$ cat src/rtl/keypad_pkg.sv
// Shared types, key codes and helper functions for the 4x4 keypad scanner.
package keypad_pkg;

    typedef enum logic [1:0] {
        ST_SCAN,
        ST_DEBOUNCE,
        ST_EMIT,
        ST_HELD
    } state_e;

    localparam logic [3:0] KEY_A     = 4'd10;
    localparam logic [3:0] KEY_B     = 4'd11;
    localparam logic [3:0] KEY_C     = 4'd12;
    localparam logic [3:0] KEY_D     = 4'd13;
    localparam logic [3:0] KEY_STAR  = 4'd14;
    localparam logic [3:0] KEY_HASH  = 4'd15;
    localparam logic [3:0] ROWS_IDLE = 4'b1111;

    function automatic logic [3:0] key_code(input logic [1:0] row, input logic [1:0] col);
        logic [3:0] code;
        code = '0;
        unique case ({row, col})
            4'd0:  code = 4'd1;
            4'd1:  code = 4'd2;
            4'd2:  code = 4'd3;
            4'd3:  code = KEY_A;
            4'd4:  code = 4'd4;
            4'd5:  code = 4'd5;
            4'd6:  code = 4'd6;
            4'd7:  code = KEY_B;
            4'd8:  code = 4'd7;
            4'd9:  code = 4'd8;
            4'd10: code = 4'd9;
            4'd11: code = KEY_C;
            4'd12: code = KEY_STAR;
            4'd13: code = 4'd0;
            4'd14: code = KEY_HASH;
            default: code = KEY_D;
        endcase
        return code;
    endfunction

    // Pattern with only bit idx low; used for both column drive and row match.
    function automatic logic [3:0] cold_onehot(input logic [1:0] idx);
        return ~(4'b0001 << idx);
    endfunction

    function automatic logic single_low(input logic [3:0] rows);
        logic hit;
        hit = 1'b0;
        case (rows)
            4'b1110, 4'b1101, 4'b1011, 4'b0111: hit = 1'b1;
            default: hit = 1'b0;
        endcase
        return hit;
    endfunction

    function automatic logic [1:0] low_index(input logic [3:0] rows);
        logic [1:0] idx;
        idx = '0;
        case (rows)
            4'b1101: idx = 2'd1;
            4'b1011: idx = 2'd2;
            4'b0111: idx = 2'd3;
            default: idx = 2'd0;
        endcase
        return idx;
    endfunction

endpackage

$ cat src/rtl/keypad_tick_gen.sv
// Free-running scan-rate divider: one-cycle tick_o every SCAN_DIV clocks.
module keypad_tick_gen #(
    parameter int SCAN_DIV = 50000
) (
    input  logic clk,
    input  logic resetN,
    output logic tick_o
);
    localparam int CW = $clog2(SCAN_DIV);
    localparam logic [CW-1:0] LAST = CW'(SCAN_DIV - 1);

    logic [CW-1:0] cnt_q, cnt_d;

    always_comb begin
        cnt_d = (cnt_q == LAST) ? '0 : cnt_q + CW'(1);
    end

    always_ff @(posedge clk or negedge resetN) begin
        if (!resetN) begin
            cnt_q <= '0;
        end else begin
            cnt_q <= cnt_d;
        end
    end

    assign tick_o = (cnt_q == LAST);

endmodule

$ cat src/rtl/keypad_scanner.sv
// 4x4 keypad scanner: column scan, row debounce, ghost rejection, one strobe per press.
// Define KEYPAD_AUTOREPEAT_EN to re-strobe every REPEAT_TICKS while a key stays held.
module keypad_scanner
    import keypad_pkg::*;
#(
    parameter int SCAN_DIV     = 50000,
    parameter int DEB_TICKS    = 16,
    parameter int REPEAT_TICKS = 500
) (
    input  logic       clk,
    input  logic       resetN,
    input  logic [3:0] row_in,
    output logic [3:0] col_out,
    output logic [3:0] keypress,
    output logic       rdy
);
    localparam int DW = $clog2(DEB_TICKS + 1);
    localparam logic [DW-1:0] DEB_LAST = DW'(DEB_TICKS);

    if (SCAN_DIV < 2 || DEB_TICKS < 1 || REPEAT_TICKS < 1) begin : g_param_check
        $error("keypad_scanner: parameter out of range");
    end

    logic [3:0]    sync1_q, sync2_q;
    logic          tick;
    state_e        state_q, state_d;
    logic [1:0]    col_q, col_d;
    logic [1:0]    row_q, row_d;
    logic [DW-1:0] deb_cnt_q, deb_cnt_d;
    logic [DW-1:0] rel_cnt_q, rel_cnt_d;
    logic [3:0]    key_q, key_d;
`ifdef KEYPAD_AUTOREPEAT_EN
    localparam int RW = $clog2(REPEAT_TICKS + 1);
    localparam logic [RW-1:0] REP_LAST = RW'(REPEAT_TICKS);
    logic [RW-1:0] rep_cnt_q, rep_cnt_d;
`endif

    keypad_tick_gen #(.SCAN_DIV(SCAN_DIV)) u_tick (
        .clk    (clk),
        .resetN (resetN),
        .tick_o (tick)
    );

    always_ff @(posedge clk or negedge resetN) begin
        if (!resetN) begin
            sync1_q <= ROWS_IDLE;
            sync2_q <= ROWS_IDLE;
        end else begin
            sync1_q <= row_in;
            sync2_q <= sync1_q;
        end
    end

    always_ff @(posedge clk or negedge resetN) begin
        if (!resetN) begin
            state_q   <= ST_SCAN;
            col_q     <= '0;
            row_q     <= '0;
            deb_cnt_q <= '0;
            rel_cnt_q <= '0;
            key_q     <= '0;
`ifdef KEYPAD_AUTOREPEAT_EN
            rep_cnt_q <= '0;
`endif
        end else begin
            state_q   <= state_d;
            col_q     <= col_d;
            row_q     <= row_d;
            deb_cnt_q <= deb_cnt_d;
            rel_cnt_q <= rel_cnt_d;
            key_q     <= key_d;
`ifdef KEYPAD_AUTOREPEAT_EN
            rep_cnt_q <= rep_cnt_d;
`endif
        end
    end

    always_comb begin
        state_d   = state_q;
        col_d     = col_q;
        row_d     = row_q;
        deb_cnt_d = deb_cnt_q;
        rel_cnt_d = rel_cnt_q;
        key_d     = key_q;
`ifdef KEYPAD_AUTOREPEAT_EN
        rep_cnt_d = rep_cnt_q;
`endif
        unique case (state_q)
            ST_SCAN: begin
                if (tick) begin
                    // Two or more low rows is a ghost pattern and is treated as no key.
                    if (single_low(sync2_q)) begin
                        row_d = low_index(sync2_q);
                        if (DEB_TICKS == 1) begin
                            state_d = ST_EMIT;
                            key_d   = key_code(low_index(sync2_q), col_q);
                        end else begin
                            state_d   = ST_DEBOUNCE;
                            deb_cnt_d = DW'(1);
                        end
                    end else begin
                        col_d = col_q + 2'd1;
                    end
                end
            end
            ST_DEBOUNCE: begin
                if (tick) begin
                    if (sync2_q == cold_onehot(row_q)) begin
                        if (deb_cnt_q + DW'(1) == DEB_LAST) begin
                            state_d   = ST_EMIT;
                            key_d     = key_code(row_q, col_q);
                            deb_cnt_d = '0;
                        end else begin
                            deb_cnt_d = deb_cnt_q + DW'(1);
                        end
                    end else begin
                        state_d   = ST_SCAN;
                        col_d     = col_q + 2'd1;
                        deb_cnt_d = '0;
                    end
                end
            end
            ST_EMIT: begin
                state_d   = ST_HELD;
                rel_cnt_d = '0;
`ifdef KEYPAD_AUTOREPEAT_EN
                rep_cnt_d = '0;
`endif
            end
            ST_HELD: begin
                if (tick) begin
                    if (sync2_q == ROWS_IDLE) begin
`ifdef KEYPAD_AUTOREPEAT_EN
                        rep_cnt_d = '0;
`endif
                        if (rel_cnt_q + DW'(1) == DEB_LAST) begin
                            state_d   = ST_SCAN;
                            col_d     = col_q + 2'd1;
                            rel_cnt_d = '0;
                        end else begin
                            rel_cnt_d = rel_cnt_q + DW'(1);
                        end
                    end else begin
                        rel_cnt_d = '0;
`ifdef KEYPAD_AUTOREPEAT_EN
                        // Repeats reuse EMIT; key_q is untouched so the code is unchanged.
                        if (rep_cnt_q + RW'(1) == REP_LAST) begin
                            state_d   = ST_EMIT;
                            rep_cnt_d = '0;
                        end else begin
                            rep_cnt_d = rep_cnt_q + RW'(1);
                        end
`endif
                    end
                end
            end
            default: state_d = ST_SCAN;
        endcase
    end

    assign col_out  = cold_onehot(col_q);
    assign keypress = key_q;
    assign rdy      = (state_q == ST_EMIT);

endmodule

$ cat config.mk
export PLATFORM = sky130hd
export DESIGN_NAME = keypad_scanner
export DESIGN_NICKNAME = d
export VERILOG_FILES = /design/src/rtl/keypad_pkg.sv /design/src/rtl/keypad_tick_gen.sv /design/src/rtl/keypad_scanner.sv
export SDC_FILE = /design/constraint.sdc
export NUM_CORES = 1
export LEC_CHECK = 0
export BUFFER_PORTS_ARGS = -buffer_cell sky130_fd_sc_hd__clkbuf_2
export CAP_MARGIN = 20
export CORE_MARGIN = 8
export CORE_UTILIZATION = 55
export DETAILED_ROUTE_END_ITERATION = 8
export PLACE_DENSITY = 0.72
export SETUP_SLACK_MARGIN = 0.4
export SKIP_LAST_GASP = 1
export SLEW_MARGIN = 15
export SYNTH_ARGS = -nofsm -noshare
export SYNTH_HDL_FRONTEND = slang
export SYNTH_SLANG_ARGS = --single-unit
$ cat constraint.sdc
create_clock -name clk -period 2.9 [get_ports clk]
set_input_delay 0.145 -clock clk [delete_from_list [all_inputs] [get_ports clk]]
set_output_delay 0.145 -clock clk [all_outputs]
set_load 0.02 [all_outputs]
==> key figures <==
Yosys
  – Ys async rst share: 1.000
  – Syn avg cell area: just over 10 sq um
  – Share of the synthesized area in the top cell type: 0.3844
  – Mapped cell area: 2343 sq um
  – Syn. warnings: 0
  – Cell variety after synth: 50
  – Most frequent cell after synthesis: dfrtp_1
  – Synth top area cells: dfrtp_1 (38%), dfstp_2 (9.0%), xor2_1 (4.9%)
  – Yosys reg bits: 44
  – Main synth FF type: dfrtp_1
  – Number of flops mapped to enable cells by yosys: 0
  – Sequential share of the synthesized area: 0.4741
  – Cells after Synth: 230
  – Top cells by instance count after synthesis: dfrtp_1 (36), nor2_1 (19), nand2_1 (18)
  – Synth area leader: dfrtp_1
  – Net Count, Synth: 245

Clocking
  – H-Tree Depth: 2
  – CTS tree: done
  – Clock transition at the registers of the reported paths: approximately 0.08 ns
  – CTS max path bufs: 2
  – TritonCTS Buffers: 5
  – Clock sinks: 44
  – Clock root buffer: clkbuf_8
  – Clk_lat worst skew: 0.29 ns
  – Post-CTS Resized: 0

Setup path
  – Required time worst endpoint: 3.13 ns
  – Arrival @ worst endpoint: 2.33 ns
  – Critical path type: reg -> reg
  – Critical Path Fanout Max: 8
  – CP Capture Type: flip-flop
  – Setup crit start kind: flip-flop

Floorplanning
  – Rows: 23
  – CORE AREA: 4058 sq um
  – DIE HEIGHT: 81.28 um
  – Initial core utilization: 0.5776
  – Die ar.: about 6600 sq um
  – Ports: 15
  – Die X: 81.28 um

Global routing
  – Largest net degree at the start of global routing: 42
  – Vias in the first global route: approximately 1500
  – First-pass GRT wire length: 7.327 mm
  – Total GRT Usage: 0.1414
  – Initial antenna violation count: 0
  – Total grt overflow: 0

Power and ir drop
  – Cell leakage power: about 0.0012 uW
  – Clock share of power: 0.430
  – Net switching power: 222.2 uW
  – Comb pwr share: 0.030
  – Power Internal: 943.8 uW
  – Switch share: 0.1905
  – Reg power frac: 0.540
  – Pwr Density: 438.1 nW/um^2
  – Peak supply drop: between 200 and 300 uV

Final layout
  – Nets: 267
  – Synth-to-Final Area Change: 13.56%
  – Finished Layout Cells: 303
  – Number of diodes: 0
  – Share of cells above drive strength 1: 0.1779
  – Filler cells: 318

Routing
  – Drt first pass iters: 4
  – Residual DRC: 0
  – DR WL/cell: around 14 um
  – Met2 routed wirelength: 1.829 mm
  – Met3 Wirelength: 288 um
  – Uppermost layer routed: met4
  – Iteration-0 DRC Markers: 68
  – Vias per std cell: 5.703
  – Final WL: 4.316 mm
  – Wl on met1: 2.130 mm
  – Vias after detailed routing: 1728
  – DRT antenna net count: 0

STA
  – Fmax: 475.7 MHz
  – Worst-Margin Slew: about 1.0 ns
  – RSZ-0062 raised after global routing: false
  – Final Skew: 0.003030 ns
  – Final slew viol count: 0
  – Endpoints failing hold: 0
  – Final min period: 2.102 ns
  – TNS Setup: 0 ns
  – Relative slew slack: 0.3200
  – Final setup fails: 0
  – Ratio of final minimum period to clock period: 0.7248

Job
  – Max-Cap Viols: 0

Placement
  – Port bufs: 14
  – HPWL after DPL: 3.120 mm
  – Placed cell count: 289
  – Routability congestion estimate: 0.8706

Outcome
  – Status: finished, final reports clean

Min path
  – Min-Delay Path Class: reg -> reg
cell usage in the layout (no fill, tap or decap), drive strengths merged, types with 5 or more instances in the layout:
cell         instances
clkbuf              21
nand2               18
dfrtp               36
a21oi                5
mux2                 5
o21ai               17
nand4                6
dfstp                8
nor2                19
xor2                13
ha                   9
nand3               13
inv                 12
dlygate4sd3          5
worst max-delay path, cell delays in order, from the launching register on:
cell,delay [ns]
dfstp_2,0.61
xor2_1,0.08
and3_1,0.24
o311ai_0,0.85
a22o_1,0.27
routing by layer:
layer	vias to the layer above	track usage
met5	-	0
met4	0	0.05357
met3	6	0.04305
met2	59	0.1965
met1	800	0.2005
li1	863	-
power groups by stage:
| stage | registers, uW | clock network, uW | logic [uW] |
|---|---|---|---|
| after floorplan | 637 | 0 | 14.1 |
| after global placement | 641 | 0 | 26.1 |
| after detailed placement | 642 | 0 | 26.1 |
| after CTS | 630 | 517 | 30.3 |
| after global routing | 631 | 543 | 40.4 |
| final | 630 | 501 | 35.1 |
per-stage QoR:
| stage | hold slack [ns] | cell area, sq um | power, uW | worst slack (ns) | util |
|---|---|---|---|---|---|
| floorplan | -0.1506 | 2344 | 651.0 | 0.9368 | - |
| global placement | 0.2324 | 2457 | 667.3 | 0.8566 | 0.6056 |
| detailed placement | 0.2342 | 2457 | 667.8 | 0.8231 | 0.6056 |
| CTS | 0.03532 | 2624 | 1177 | 0.8095 | 0.6466 |
| global route | 0.3589 | 2661 | 1215 | 0.6701 | 0.6559 |
| finish | 0.3572 | 2661 | 1166 | 0.7980 | 0.6559 |
cell type report:
cell class	instances	area [sq um]	area share
flip-flops and latches	44	1111	0.4175
clock inverters	1	30.03	0.01128
inverters	12	45.04	0.01693
well taps	50	62.56	0.02351
clock buffers	7	96.34	0.03620
repair buffers	22	162.7	0.06112
multi-input cells	167	1154	0.4335
sequential cells by signal, indices dropped and copies added, names as in the netlist, named ones only:
register	flops
sync1_q	4
u_tick.cnt_q	16
rel_cnt_q	5
row_q	2
state_q	1
keypress	4
col_q	2
deb_cnt_q	5
sync2_q	4
logic make-up after synthesis:
| kind of cell | share of synthesized area |
|---|---|
| DFF | 0.4741 |
| AOI/OAI and AO/OA | 0.1127 |
| muxes | 0.04218 |
| adders and majority gates | 0.04805 |
| and+or+nand+nor | 0.2259 |
| xor gates and xnor gates | 0.06353 |
| buffers and inverters | 0.03363 |
final timing paths:
path | startpoint | end | slack, ns | cells past startpoint
worst max-delay path | sync2_q[3] | deb_cnt_q[1] | 0.80 | 4
worst min-delay path | sync1_q[0] | sync2_q[0] | 0.36 | 0
worst max register to register | sync2_q[3] | deb_cnt_q[1] | 0.80 | 4
worst min register to register | sync1_q[0] | sync2_q[0] | 0.36 | 0
max in group asynchronous | resetN | sync1_q[2] | 1.80 | 4
min in group asynchronous | resetN | deb_cnt_q[4] | 0.37 | 2
repair_timing:
| item | in CTS | in global routing |
|---|---|---|
| endpoints found under the hold margin | 4 | 20 |
| setup buffers | 0 | 0 |
| hold buffers | 4 | 1 |
No activity file was read; power rests on OpenSTA's default activity.
